File: src/rtl/qick_vec_pulser.sv
// qick_vec_pulser: queues (mask, delay, length) pulse commands and plays them one at a time on a registered vector.
// Optional QICK_VEC_PULSER_CNT_EN adds done_cnt_o, a wrapping count of completed pulses.
module qick_vec_pulser #(
    parameter int OUT_DW  = 16,
    parameter int LEN_DW  = 16,
    parameter int FIFO_AW = 3
) (
    input  logic              clk_i,
    input  logic              rst_i,
    input  logic              cmd_valid_i,
    output logic              cmd_ready_o,
    input  logic [OUT_DW-1:0] cmd_mask_i,
    input  logic [LEN_DW-1:0] cmd_dly_i,
    input  logic [LEN_DW-1:0] cmd_len_i,
    input  logic              abort_i,
    output logic [OUT_DW-1:0] dout_o,
    output logic              busy_o,
    output logic [FIFO_AW:0]  fifo_cnt_o,
    output logic              done_o,
    output logic              err_o
`ifdef QICK_VEC_PULSER_CNT_EN
    ,
    output logic [15:0]       done_cnt_o
`endif
);
    localparam int DEPTH = 2 ** FIFO_AW;
    localparam logic [FIFO_AW:0] FULL = (FIFO_AW + 1)'(DEPTH);

    typedef enum logic [1:0] {IDLE, LOAD, DELAY, PULSE} state_t;

    state_t              state;
    logic [OUT_DW-1:0]   mask_mem [DEPTH];
    logic [LEN_DW-1:0]   dly_mem  [DEPTH];
    logic [LEN_DW-1:0]   len_mem  [DEPTH];
    logic [FIFO_AW-1:0]  wr_ptr, rd_ptr;
    logic [OUT_DW-1:0]   mask_r;
    logic [LEN_DW-1:0]   len_r, tcnt;
    logic [OUT_DW-1:0]   head_mask;
    logic [LEN_DW-1:0]   head_dly, head_len;
    logic                push, pop;

    assign cmd_ready_o = (fifo_cnt_o != FULL) && !abort_i;
    assign push        = cmd_valid_i && cmd_ready_o;
    assign pop         = (state == LOAD) && !abort_i;
    assign busy_o      = (state != IDLE) || (fifo_cnt_o != '0);
    assign head_mask   = mask_mem[rd_ptr];
    assign head_dly    = dly_mem[rd_ptr];
    assign head_len    = len_mem[rd_ptr];

    always_ff @(posedge clk_i) begin
        if (push) begin
            mask_mem[wr_ptr] <= cmd_mask_i;
            dly_mem[wr_ptr]  <= cmd_dly_i;
            len_mem[wr_ptr]  <= cmd_len_i;
        end
    end

    always_ff @(posedge clk_i or posedge rst_i) begin
        if (rst_i) begin
            state      <= IDLE;
            dout_o     <= '0;
            done_o     <= 1'b0;
            err_o      <= 1'b0;
            mask_r     <= '0;
            len_r      <= '0;
            tcnt       <= '0;
            wr_ptr     <= '0;
            rd_ptr     <= '0;
            fifo_cnt_o <= '0;
`ifdef QICK_VEC_PULSER_CNT_EN
            done_cnt_o <= '0;
`endif
        end else begin
            done_o <= 1'b0;
            err_o  <= 1'b0;
            if (abort_i) begin
                // flush everything; the aborted command never reports done or err
                state      <= IDLE;
                dout_o     <= '0;
                wr_ptr     <= '0;
                rd_ptr     <= '0;
                fifo_cnt_o <= '0;
            end else begin
                if (push) wr_ptr <= wr_ptr + 1'b1;
                if (pop) rd_ptr <= rd_ptr + 1'b1;
                fifo_cnt_o <= fifo_cnt_o + (FIFO_AW + 1)'(push) - (FIFO_AW + 1)'(pop);
                case (state)
                    IDLE: if (fifo_cnt_o != '0) state <= LOAD;
                    LOAD: begin
                        mask_r <= head_mask;
                        len_r  <= head_len;
                        if (head_len == '0) begin
                            state <= IDLE;
                            err_o <= 1'b1;
                        end else if (head_dly == '0) begin
                            state  <= PULSE;
                            dout_o <= head_mask;
                            tcnt   <= head_len;
                        end else begin
                            state <= DELAY;
                            tcnt  <= head_dly;
                        end
                    end
                    DELAY: begin
                        if (tcnt == LEN_DW'(1)) begin
                            state  <= PULSE;
                            dout_o <= mask_r;
                            tcnt   <= len_r;
                        end else begin
                            tcnt <= tcnt - 1'b1;
                        end
                    end
                    PULSE: begin
                        if (tcnt == LEN_DW'(1)) begin
                            state  <= IDLE;
                            dout_o <= '0;
                            done_o <= 1'b1;
`ifdef QICK_VEC_PULSER_CNT_EN
                            done_cnt_o <= done_cnt_o + 16'd1;
`endif
                        end else begin
                            tcnt <= tcnt - 1'b1;
                        end
                    end
                    default: state <= IDLE;
                endcase
            end
        end
    end
endmodule

File: config.mk
export PLATFORM = sky130hd
export DESIGN_NAME = qick_vec_pulser
export DESIGN_NICKNAME = d
export VERILOG_FILES = /design/src/rtl/qick_vec_pulser.sv
export SDC_FILE = /design/constraint.sdc
export NUM_CORES = 1
export LEC_CHECK = 0
export CORE_MARGIN = 4
export CORE_UTILIZATION = 65
export DETAILED_ROUTE_END_ITERATION = 6
export MAX_ROUTING_LAYER = met4
export PLACE_DENSITY = 0.88
export SYNTH_ARGS = -nofsm -noshare
export SYNTH_HDL_FRONTEND = slang
export SYNTH_SLANG_ARGS = --single-unit
File: constraint.sdc
create_clock -name clk_i -period 8 [get_ports clk_i]
set_input_delay 0.8 -clock clk_i [delete_from_list [all_inputs] [get_ports clk_i]]
set_output_delay 0.8 -clock clk_i [all_outputs]
set_load 0.005 [all_outputs]
=== Word level (Yosys, flattened, before mapping) ===
Memories as Yosys holds them, arrays and structs flattened.
Index checks and enable logic that the tools add are counted.
W data, S select, Z words.

* Add/subtract/negate cells: 5
* Equality and inequality tests: 12
* Muxes and demuxes: 31
* Bitwise operators: 1
* Reduce and logical (&&, ||, !) cells: 18

{| class="wikitable"
|+ Operator list
! cell !! count
|-
| $mux W16 || 9
|-
| $pmux W16 S3 || 2
|-
| $logic_not A16 Y1 || 2
|-
| $eq A16 B1 Y1 const B || 1
|-
| $sub A16 B1 Y16 const B || 1
|-
| $mux W3 || 4
|-
| $ne A3 B3 Y1 const B || 4
|-
| $mux W2 || 5
|-
| $mux W1 || 9
|-
| $pmux W2 S4 || 1
|-
| $reduce_bool A4 Y1 || 2
|-
| $add A3 B1 Y3 const B || 2
|-
| $reduce_bool A2 Y1 || 3
|-
| $reduce_and A5 Y1 || 1
|-
| $add A4 B1 Y4 || 1
|-
| $eq A2 B2 Y1 const B || 2
|-
| $mux W4 || 1
|-
| $ne A2 B2 Y1 const B || 2
|-
| $ne A4 B4 Y1 const B || 1
|-
| $reduce_and A4 Y1 || 1
|-
| $sub A4 B1 Y4 || 1
|-
| $logic_and A1 B1 Y1 || 3
|-
| $ne A3 B2 Y1 const B || 1
|-
| $reduce_and A3 Y1 || 1
|-
| other kinds (7) || 7
|}

* Flip-flop bits (word level): 78
* Memory bits (writable): 384
* Input bits: 52
* Output and inout bits: 24
* Word-level logic and storage cells: 80
* Memories kept: 3

{| class="wikitable"
|+ Memories
! memory !! words !! bits a word !! rd ports !! clocked after memory_dff !! wr ports !! line !! text
|-
| dly_mem || 8 || 16 || 1 || 0 || 1 || 33 || <nowiki>logic [LEN_DW-1:0] dly_mem [DEPTH];</nowiki>
|-
| len_mem || 8 || 16 || 1 || 0 || 1 || 34 || <nowiki>logic [LEN_DW-1:0] len_mem [DEPTH];</nowiki>
|-
| mask_mem || 8 || 16 || 1 || 0 || 1 || 32 || <nowiki>logic [OUT_DW-1:0] mask_mem [DEPTH];</nowiki>
|}

=== Longest topological paths before layout ===
Gate-level depths: netlist (run 1).

* Word-level depth: 6
* Gate-level depth with buffers: 13
* Gate-level depth less buffers: 12

=== Worst setup path after synthesis (run 1) ===
No wires, ideal clock.

* Path type: input port to flip-flop
* Start point: in abort_i
* End point: mem dly_mem[0][0], enable pin
* Library setup time: 0.513 ns
* Arrival time: 4.723 ns
* Data required time: 7.487 ns
* Setup slack: 2.764 ns
* Stages: 5
* Path buffers: 1
* Cells stage by stage: a21oi_1 > and2_0 > clkbuf_1 > nand2b_1 > nor3_1

* Word-level cells in the longest chain between the ends: 5

{| class="wikitable"
|+ Ends and longest elaborated chain
! item !! line !! text
|-
| from (decl) || 15 || <nowiki>input logic abort_i,</nowiki>
|-
| $logic_not A1 Y1 || 42 || <nowiki>assign cmd_ready_o = (fifo_cnt_o != FULL) && !abort_i;</nowiki>
|-
| $logic_and A1 B1 Y1 || 42 ||
|-
| $logic_and A1 B1 Y1 || 43 || <nowiki>assign push = cmd_valid_i && cmd_ready_o;</nowiki>
|-
| $mux W1 || 51 || <nowiki>if (push) begin</nowiki>
|-
| $mux W1 (implied by the code) || 53 || <nowiki>dly_mem[wr_ptr] <= cmd_dly_i;</nowiki>
|-
| to (decl) || 33 ||
|}

Every way passes these cells.

=== Worst setup path after layout (run 1) ===
* Start point: reg rd_ptr[0]
* End point: reg dout_o[5]

* Word-level cells in the longest chain between the ends: 5
* Elaborated cells between the ends (all ways): 12
* Those cells by class: 2 x eq/ne; 4 x mux; 3 x reduce/logical; 3 x memory

{| class="wikitable"
|+ Ends and longest elaborated chain
! item !! line !! text
|-
| from (decl) || 35 || <nowiki>logic [FIFO_AW-1:0] wr_ptr, rd_ptr;</nowiki>
|-
| from (signal assigned) || 85 || <nowiki>if (pop) rd_ptr <= rd_ptr + 1'b1;</nowiki>
|-
| parallel branches: the longest is 5 deep, another holds $mem_v2 Z8 W16 || - ||
|-
| to (signal assigned) || 97 || <nowiki>dout_o <= head_mask;</nowiki>
|-
| to (signal assigned) || 107 || <nowiki>dout_o <= mask_r;</nowiki>
|-
| to (decl) || 16 || <nowiki>output logic [OUT_DW-1:0] dout_o,</nowiki>
|}

Several ways; the timed one is not identified. The select of a mux whose other input is x is not followed.
A chain may end at the register's enable or synchronous reset.

==> impl_metrics.env, run 1 <==
export IMPL_ir_drop_mv=0.230
export IMPL_rr_startpoint="rd_ptr[0]"
export IMPL_clkSinkCount=462
export IMPL_vias=10100
export IMPL_place_area_um2=19600
export IMPL_syn2layout_area_growth_pct=14.0
export IMPL_drc=0
export IMPL_grt_antenna_before_repair=1
export IMPL_crit_path_max_fanout=34
export IMPL_tightest_slew_ns=1.32
export IMPL_cts_resized=0
export IMPL_ys_flop_type="edfxtp_1"
export IMPL_avgSynthCellArea_um2=17.9
export IMPL_clk_pin_slew_worst_paths_ns=0.07
export IMPL_fin_cells=1524
export IMPL_fillers=1457
export IMPL_max_slew_margin_pct=12.1
export IMPL_port_buffers=75
export IMPL_rr_worst_depth=7
export IMPL_cp_required_ns=8.37
export IMPL_tns_ns=0
export IMPL_clock_path_buffers=3
export IMPL_cap_violations=0
export IMPL_yosysTopAreaCellShare_pct=62.5
export IMPL_cts_made_buffers=44
export IMPL_initial_core_util_pct=66.2
export IMPL_min_to="len_r[10]"
export IMPL_first_global_vias=10300
export IMPL_synth_edf_count=384
export IMPL_wl_per_cell_um=26.5
export IMPL_viasPerCell=6.60
export IMPL_grt_max_degree=79
export IMPL_fp_dieW_um=176
export IMPL_min_delay_start="len_r[10]"
export IMPL_ff2ff_setup_slack_ns=3.47
export IMPL_design_area_um2=21000
export IMPL_grt_ovfl_total=0
export IMPL_ys_async_sr_fraction_pct=16.9
export IMPL_run_status="completed"
export IMPL_synth_top_cell_by_area="edfxtp_1"
export IMPL_hold_buffers=0
export IMPL_hold_viol_final=0
export IMPL_rsz0062_at_grt="false"
export IMPL_period_minus_slack_ns=4.53
export IMPL_fin_nets=1173
export IMPL_slew_violations=0
export IMPL_worstPathArrival_ns=4.90
export IMPL_synth_net_count=1091
export IMPL_crit_type="reg -> reg"
export IMPL_post_route_cells_drive_above_1_share_pct=17.4
export IMPL_r2r_end="dout_o[5]"
export IMPL_syn_inst=1028
export IMPL_netlist_area_um2=18400
export IMPL_postCtsSetupBuffers=0
export IMPL_cts_tree="built"
export IMPL_ys_types=48
export IMPL_fin_crit_sh_pct=56.7
export IMPL_fp_dieH_um=176
export IMPL_whs_path_depth=2
export IMPL_hold_path_class="reg -> reg"
export IMPL_io_pins=76
export IMPL_ff_latch_area_um2=13500
export IMPL_worstSkewPairLatency_ns=0.55
export IMPL_fmax_ghz=0.221
export IMPL_row_count=61
export IMPL_setup_violations_final=0
export IMPL_yosysWarnings=0
export IMPL_synth_seq_area_share_pct=73.1
export IMPL_ys_ff_latch=462
export IMPL_clock_root_buffer="clkbuf_16"
export IMPL_cts_htree_levels=2
export IMPL_finalWirelength_mm=40.3
export IMPL_endpoint_kind="flop"
export IMPL_gp_congestion=0.904
export IMPL_die_area_um2=31100
export IMPL_start_kind="flop"
export IMPL_dp_final_hpwl_mm=22.4
export IMPL_drt_iter0_markers=1358
export IMPL_synth_area_leaders="edfxtp_1 63%, dfrtp_1 11%, mux4_2 9.8%"
export IMPL_grt_pass1_wl_mm=62.3
export IMPL_powerDensity_nw_per_um2=307
export IMPL_core_area_um2=27900
export IMPL_leakage_nw=6.92
export IMPL_skew_ns=0.0274
export IMPL_first_pass_iters=5
export IMPL_antenna_left=0
export IMPL_multi_input_area_um2=4710
export IMPL_grt_usage_pct=27.3
export IMPL_placed_cells=1442
## final cells by class
type	instances	area share, %
Sequential cell	462	64.2
Multi-Input combinational cell	494	22.4
Clock buffer	59	5.70
Tap cell	378	2.25
Timing Repair Buffer	93	4.21
Antenna cell	1	0.0119
Inverter	15	0.274
Clock inverter	22	1.01
## cells in the mapped netlist (10+ instances only)
cell       instances
clkbuf_1          31
mux4_2            80
a21oi_1           31
buf_2             14
a22oi_1           16
edfxtp_1         384
dfrtp_1           78
nor2_1            52
ha_1              10
mux2i_1           69
nand2_1           50
o21ai_1           13
mux2_2            17
o2bb2ai_1         16
xnor2_1           11
o21ai_0           49
inv_1             14
## cells in the final DEF, fill, tap and decap left out, drive strengths merged, types with 21 or more instances in the layout
cell type | Yosys | final
a21oi | 31 | 31
clkbuf | 31 | 59
clkdlybuf4s50 | 0 | 75
mux2 | 21 | 21
mux4 | 80 | 80
nand2 | 50 | 50
mux2i | 69 | 69
edfxtp | 384 | 384
o21ai | 62 | 62
dfrtp | 78 | 78
nor2 | 52 | 52
## stage by stage
step / hold slack [ns] / worst slack (ns) / power (W) / util, %
floorplan: 0.442 / 2.76 / 0.00404 / -
detailed placement: 0.471 / 3.56 / 0.00442 / 70.4
CTS: 0.486 / 3.51 / 0.00647 / 75.5
finish: 0.488 / 3.47 / 0.00646 / 75.5
global route: 0.511 / 3.28 / 0.00673 / 75.5
global placement: 0.459 / 3.64 / 0.00435 / 70.4
## sequential cells by signal, indices dropped and copies added, names as in the netlist, 4 cells and up
name	count
mask_mem	128
fifo_cnt_o	4
mask_r	16
len_mem	128
len_r	16
dly_mem	128
dout_o	16
tcnt	16
## layer usage
layer	track usage, %	wire [µm]	vias to the layer above
li1	-	-	4233
met1	37.3	15400	5149
met2	43.6	20300	575
met3	4.52	3340	107
met4	8.22	1230	0
met5	-	0	-
## critical path, cell delays in order, from the launching register on
cell       delay (ns)
dfrtp_4          0.65
buf_4            0.61
mux4_2           0.59
o21ai_1          0.43
nand4_1          0.24
or4_1            0.72
a32oi_2          0.84
o2bb2ai_1        0.25
## logic make-up (layout without fill, tap and decap cells)
family / after synthesis / after routing / share of synthesized area [%]
other: 0 / 1 / 0
AO/OA/AOI/OAI: 142 / 142 / 4.89
adder cells (fa/ha/maj): 11 / 11 / 0.787
multiplexers: 170 / 170 / 14.8
buffers and inverters: 72 / 189 / 1.68
XOR/XNOR: 18 / 18 / 0.855
flip-flops: 462 / 462 / 73.1
AND/OR/NAND/NOR: 153 / 153 / 3.88
## where the power goes
group	internal [W]	switching [W]	leakage [nW]
combinational	0.000657	0.000795	1.77
sequential	0.00281	0.000168	4.47
clock	0.00118	0.000847	0.685
## worst max path at each step
stage                   start             to  slack [ns]  cells after the start
floorplan             abort_i  dly_mem[0][0]        2.76                      5
global placement      abort_i  fifo_cnt_o[2]        3.64                     10
detailed placement    abort_i  fifo_cnt_o[2]        3.56                     10
CTS                 rd_ptr[0]      dout_o[5]        3.51                      7
global route        rd_ptr[0]      dout_o[5]        3.28                      7
finish              rd_ptr[0]      dout_o[5]        3.47                      7
Power figures use the tool's default switching activity.
==> inputs of run 2 (changes only) <==
CORE_UTILIZATION = 60   (was 65)
PLACE_DENSITY = 0.83   (was 0.88)
clock period = 4.38 ns   (was 8 ns; I/O delays follow)
==> run 2 against run 1 <==
Die area is 7.9% higher; core utilization is 4.0 points lower; highest routed layer unchanged; worst setup slack worse by 3.0 ns; clock-buffer cell count is 4 higher; combinational power is 86% higher; total power is 88% higher; sequential share of layout area is 1.2 points lower; fmax is 16% higher.
==> impl_metrics.env, run 2 (same netlist as run 1, synthesis figures left out) <==
export IMPL_viasPerCell=6.34
export IMPL_postCtsSetupBuffers=0
export IMPL_fin_crit_sh_pct=89.1
export IMPL_hold_path_class="in -> async"
export IMPL_die_area_um2=33600
export IMPL_period_minus_slack_ns=3.90
export IMPL_start_kind="flop"
export IMPL_grt_max_degree=67
export IMPL_cp_startpoint="rd_ptr[0]"
export IMPL_clkSinkCount=462
export IMPL_mostFrequentLayoutCell="edfxtp_1"
export IMPL_hold_viol_final=0
export IMPL_rsz0062_at_grt="false"
export IMPL_gp_congestion=0.932
export IMPL_post_route_cells_drive_above_1_share_pct=19.5
export IMPL_clock_root_buffer="clkbuf_16"
export IMPL_leakage_nw=7.12
export IMPL_cts_tree="built"
export IMPL_worstSkewPairLatency_ns=0.54
export IMPL_first_pass_iters=6
export IMPL_max_slew_margin_pct=43.0
export IMPL_drc=0
export IMPL_initial_core_util_pct=61.6
export IMPL_row_count=63
export IMPL_power_w=0.0122
export IMPL_setup_violations_final=0
export IMPL_run_status="completed"
export IMPL_grt_pass1_wl_mm=59.2
export IMPL_clock_path_buffers=3
export IMPL_tightest_slew_ns=0.854
export IMPL_worstPathArrival_ns=4.33
export IMPL_grt_antenna_before_repair=0
export IMPL_grt_usage_pct=23.8
export IMPL_top_regs="dly_mem x128, len_mem x128, mask_mem x128"
export IMPL_endpoint_kind="flop"
export IMPL_antenna_diode_count=0
export IMPL_fmax_ghz=0.256
export IMPL_clk_pin_slew_worst_paths_ns=0.06
export IMPL_cts_htree_levels=2
export IMPL_syn2layout_area_growth_pct=16.1
export IMPL_hold_buffers=0
export IMPL_powerDensity_nw_per_um2=568
export IMPL_port_buffers=75
export IMPL_cp_required_ns=4.80
export IMPL_cts_made_buffers=46
export IMPL_crit_path_max_fanout=26
export IMPL_wl_per_cell_um=24.8
export IMPL_fp_dieH_um=183
export IMPL_fp_dieW_um=183
export IMPL_slew_violations=0
export IMPL_tns_ns=0
export IMPL_cts_resized=0
export IMPL_drt_iter0_markers=1269
export IMPL_cap_violations=0
export IMPL_ir_drop_mv=0.361
export IMPL_finalWirelength_mm=38.6
export IMPL_crit_type="reg -> reg"
export IMPL_utilization_pct=71.5
export IMPL_fin_nets=1196
export IMPL_dp_final_hpwl_mm=21.5
export IMPL_skew_ns=0.0167
export IMPL_final_cell_mix="384 x edfxtp_1, 80 x mux4_2, 75 x clkdlybuf4s50_1"
export IMPL_core_area_um2=30000
export IMPL_io_pins=76
export IMPL_antenna_left=0
export IMPL_grt_ovfl_total=0
export IMPL_first_global_vias=10100
export IMPL_vias=9883
export IMPL_rr_startpoint="rd_ptr[0]"
run 2: changes by cell type in the layout (fill, tap and decap cells not counted), moves of 2 or more:
| cell | change |
|---|---|
| buf_4 | +17 |
| clkbuf_8 | +6 |
| buf_12 | +4 |
| clkbuf_1 | -4 |
| bufinv_16 | +2 |
| clkbuf_16 | +2 |
| clkinvlp_4 | -2 |
| nor3_2 | -2 |
| nor3_4 | +2 |
run 2: final timing paths:
path	endpoint	slack, ns	depth (start not counted)
min in group clk_i	len_r[6]	0.49	2
setup / recovery	tcnt[11]	0.48	8
setup reg to reg	tcnt[11]	0.48	8
hold reg to reg	len_r[6]	0.49	2
hold / removal	fifo_cnt_o[3]	0.36	2
max in group asynchronous	mask_r[2]	3.05	3
run 2: metrics by stage:
stage	hold slack, ns	setup WS [ns]	instances	area [µm²]
after floorplan	0.442	0.626	1028	18500
after global placement	0.462	0.569	1475	19900
after detailed placement	0.471	0.519	1475	19900
after CTS	0.392	0.472	1558	21400
after global routing	0.455	0.225	1558	21400
final	0.364	0.476	1558	21400
run 2: where the power goes:
part,internal [W],switching [W]
combinational,0.00128,0.00143
sequential,0.00514,0.000300
clock,0.00245,0.00157
run 2: per-layer routing:
metal / vias to the layer above / track usage (%) / wire, µm
li1: 4270 / - / -
met1: 5118 / 32.9 / 15600
met2: 432 / 38.6 / 19600
met3: 63 / 3.29 / 2770
met4: 0 / 5.69 / 734
met5: - / - / 0
run 2: worst max-delay path, cell delays in order, from the launching register on:
cell	delay, ns
dfrtp_4	0.73
buf_12	0.28
mux4_2	0.51
o21ai_0	0.40
nand4_1	0.23
or4_1	0.65
a32oi_4	0.25
buf_4	0.30
mux2_2	0.39
run 2: layout make-up:
cell class / instances / area, µm²
Sequential cell: 462 / 13500
Multi-Input combinational cell: 494 / 4720
Clock inverter: 20 / 249
Fill cell: 1766 / 8540
Inverter: 15 / 57.6
Timing Repair Buffer: 114 / 1090
Clock buffer: 63 / 1320
Tap cell: 390 / 488
==> inputs of run 3 (changes only) <==
--- a/config.mk
+++ b/config.mk
@@ -7,6 +7,7 @@
 export LEC_CHECK = 0
 export CORE_MARGIN = 4
-export CORE_UTILIZATION = 60
+export CORE_UTILIZATION = 63
 export DETAILED_ROUTE_END_ITERATION = 6
+export DONT_BUFFER_PORTS = 1
 export MAX_ROUTING_LAYER = met4
 export PLACE_DENSITY = 0.83
==> constraint.sdc (replaced) <==
create_clock -name clk_i -period 4.38 [get_ports clk_i]
set_input_delay 1.314 -clock clk_i [delete_from_list [all_inputs] [get_ports clk_i]]
set_output_delay 1.314 -clock clk_i [all_outputs]
set_load 0.005 [all_outputs]
==> run 3 against run 2 <==
Fmax down 0.13%; die area down 4.6%; cell count shrank 5.8%; critical path depth decreased by 1; sequential share of layout area up 3.0 points; non-clock buffer count is 83 lower; flip-flop and latch count did not move; final area shrank 4.6%; largest power group unchanged; critical path type unchanged; clock skew hardly changed.
==> impl_metrics.env, run 3 (same netlist as run 1, synthesis figures left out) <==
export IMPL_power_w=0.0115
export IMPL_core_area_um2=28800
export IMPL_gp_congestion=0.871
export IMPL_clock_root_buffer="clkbuf_16"
export IMPL_row_count=62
export IMPL_grt_pass1_wl_mm=59.4
export IMPL_use_met2_pct=40.3
export IMPL_run_status="completed"
export IMPL_powerDensity_nw_per_um2=564
export IMPL_switchingPower_w=0.00323
export IMPL_port_buffers=0
export IMPL_skew_ns=0.0171
export IMPL_viasPerCell=6.55
export IMPL_io_pins=76
export IMPL_antenna_left=0
export IMPL_finalWirelength_mm=38.4
export IMPL_initial_core_util_pct=64.1
export IMPL_drt_iter0_markers=984
export IMPL_cap_violations=0
export IMPL_first_pass_iters=6
export IMPL_top_regs="dly_mem x128, len_mem x128, mask_mem x128"
export IMPL_dp_slack_ns=0.549
export IMPL_pwr_share_comb_pct=21.9
export IMPL_cp_required_ns=4.80
export IMPL_vias=9607
export IMPL_clkSinkCount=462
export IMPL_worstSkewPairLatency_ns=0.55
export IMPL_worstPathArrival_ns=4.33
export IMPL_top_usage_layer="met2"
export IMPL_antenna_diode_count=0
export IMPL_crit_type="reg -> reg"
export IMPL_fin_nets=1112
export IMPL_use_met1_pct=33.9
export IMPL_die_area_um2=32100
export IMPL_utilization_pct=71.0
export IMPL_postCtsSetupBuffers=0
export IMPL_hold_buffers=0
export IMPL_fin_crit_sh_pct=89.2
export IMPL_placed_cells=1386
export IMPL_fmax_ghz=0.256
export IMPL_fp_dieW_um=179
export IMPL_grt_antenna_before_repair=0
export IMPL_max_slew_margin_pct=44.9
export IMPL_first_global_vias=10100
export IMPL_ff_latch_area_um2=13500
export IMPL_grt_ovfl_total=0
export IMPL_rsz0062_at_grt="false"
export IMPL_cts_made_buffers=45
export IMPL_wl_per_cell_um=26.2
export IMPL_fin_hold_ws_ns=0.481
export IMPL_hold_viol_final=0
export IMPL_fillers=1675
export IMPL_final_cell_mix="384 x edfxtp_1, 80 x mux4_2, 74 x dfrtp_1"
export IMPL_met3_usage_pct=5.71
export IMPL_fp_dieH_um=179
export IMPL_seq_power_share_pct=47.1
export IMPL_clkPwrFrac_pct=31.0
export IMPL_tightest_slew_ns=0.820
export IMPL_syn2layout_area_growth_pct=10.8
export IMPL_setup_slack_ns=0.471
export IMPL_mostFrequentLayoutCell="edfxtp_1"
export IMPL_cts_resized=0
export IMPL_dp_final_hpwl_mm=20.8
export IMPL_clock_path_buffers=3
export IMPL_start_kind="flop"
export IMPL_multi_input_area_um2=4720
export IMPL_hold_path_class="reg -> reg"
export IMPL_endpoint_kind="flop"
export IMPL_internal_power_w=0.00829
export IMPL_grt_max_degree=66
export IMPL_grt_usage_pct=25.5
export IMPL_crit_path_max_fanout=22
export IMPL_period_minus_slack_ns=3.91
export IMPL_clk_pin_slew_worst_paths_ns=0.06
export IMPL_ir_drop_mv=0.323
export IMPL_cts_htree_levels=2
export IMPL_fin_cells=1467
export IMPL_drc=0
export IMPL_cts_tree="built"
export IMPL_slew_violations=0
export IMPL_setup_violations_final=0
export IMPL_leakage_nw=6.68
export IMPL_swShare_pct=28.0
export IMPL_post_route_cells_drive_above_1_share_pct=19.6
==> run 3: cell types whose count changed in the layout (fill, tap and decap cells not counted), moves of 4 or more <==
cell             previous run  this run
clkinvlp_4                  0         5
bufinv_16                   6         0
buf_4                      35        23
clkdlybuf4s50_1            75         0
buf_12                      4         8
clkbuf_1                    8        13
clkbuf_8                    8         1
==> run 3: worst paths after layout <==
check | cells past startpoint | slack (ns) | end | from
setup / recovery | 7 | 0.47 | tcnt[13] | rd_ptr[0]
max in group asynchronous | 2 | 3.04 | rd_ptr[0] | rst_i
min in group asynchronous | 1 | 0.56 | wr_ptr[2] | rst_i
setup reg to reg | 7 | 0.47 | tcnt[13] | rd_ptr[0]
hold / removal | 2 | 0.48 | len_r[15] | len_r[15]
hold reg to reg | 2 | 0.48 | len_r[15] | len_r[15]
==> run 3: layer usage <==
layer  vias up  part of all wire (%)
met5         -                     0
met4         0                   2.8
met3       101                   9.1
met2       459                    50
met1      4950                    38
li1       4097                     -
==> run 3: power by group through the flow <==
stage | combinational [W] | clock, W | sequential, W
2_1_floorplan | 0.00200 | 0 | 0.00538
3_3_place_gp | 0.00240 | 0 | 0.00548
3_5_place_dp | 0.00247 | 0 | 0.00550
4_1_cts | 0.00253 | 0.00363 | 0.00542
5_1_grt | 0.00275 | 0.00382 | 0.00547
6_report | 0.00252 | 0.00357 | 0.00543
==> run 3: critical path, stage by stage (launching register included) <==
cell and delay (ns):
dfrtp_4 0.69, buf_4 0.26, mux4_2 0.51, o21ai_0 0.36, nand4_1 0.23, or4_1 0.64, a32oi_4 0.66, mux2_2 0.41
==> run 3: final cells by class <==
cell class / instances / area share (%)
clock buffers: 61 / 6.06
clock inverters: 20 / 0.545
inverters: 15 / 0.282
multi-input cells: 494 / 23.1
flip-flops and latches: 462 / 66.0
well taps: 384 / 2.35
repair buffers: 31 / 1.63
==> run 3: through the flow <==
stage / TNS, ns / cell area (µm²)
finish: 0 / 20400
global route: 0 / 20400
CTS: 0 / 20400
detailed placement: 0 / 19100
global placement: 0 / 19100
floorplan: -19.30 / 18500
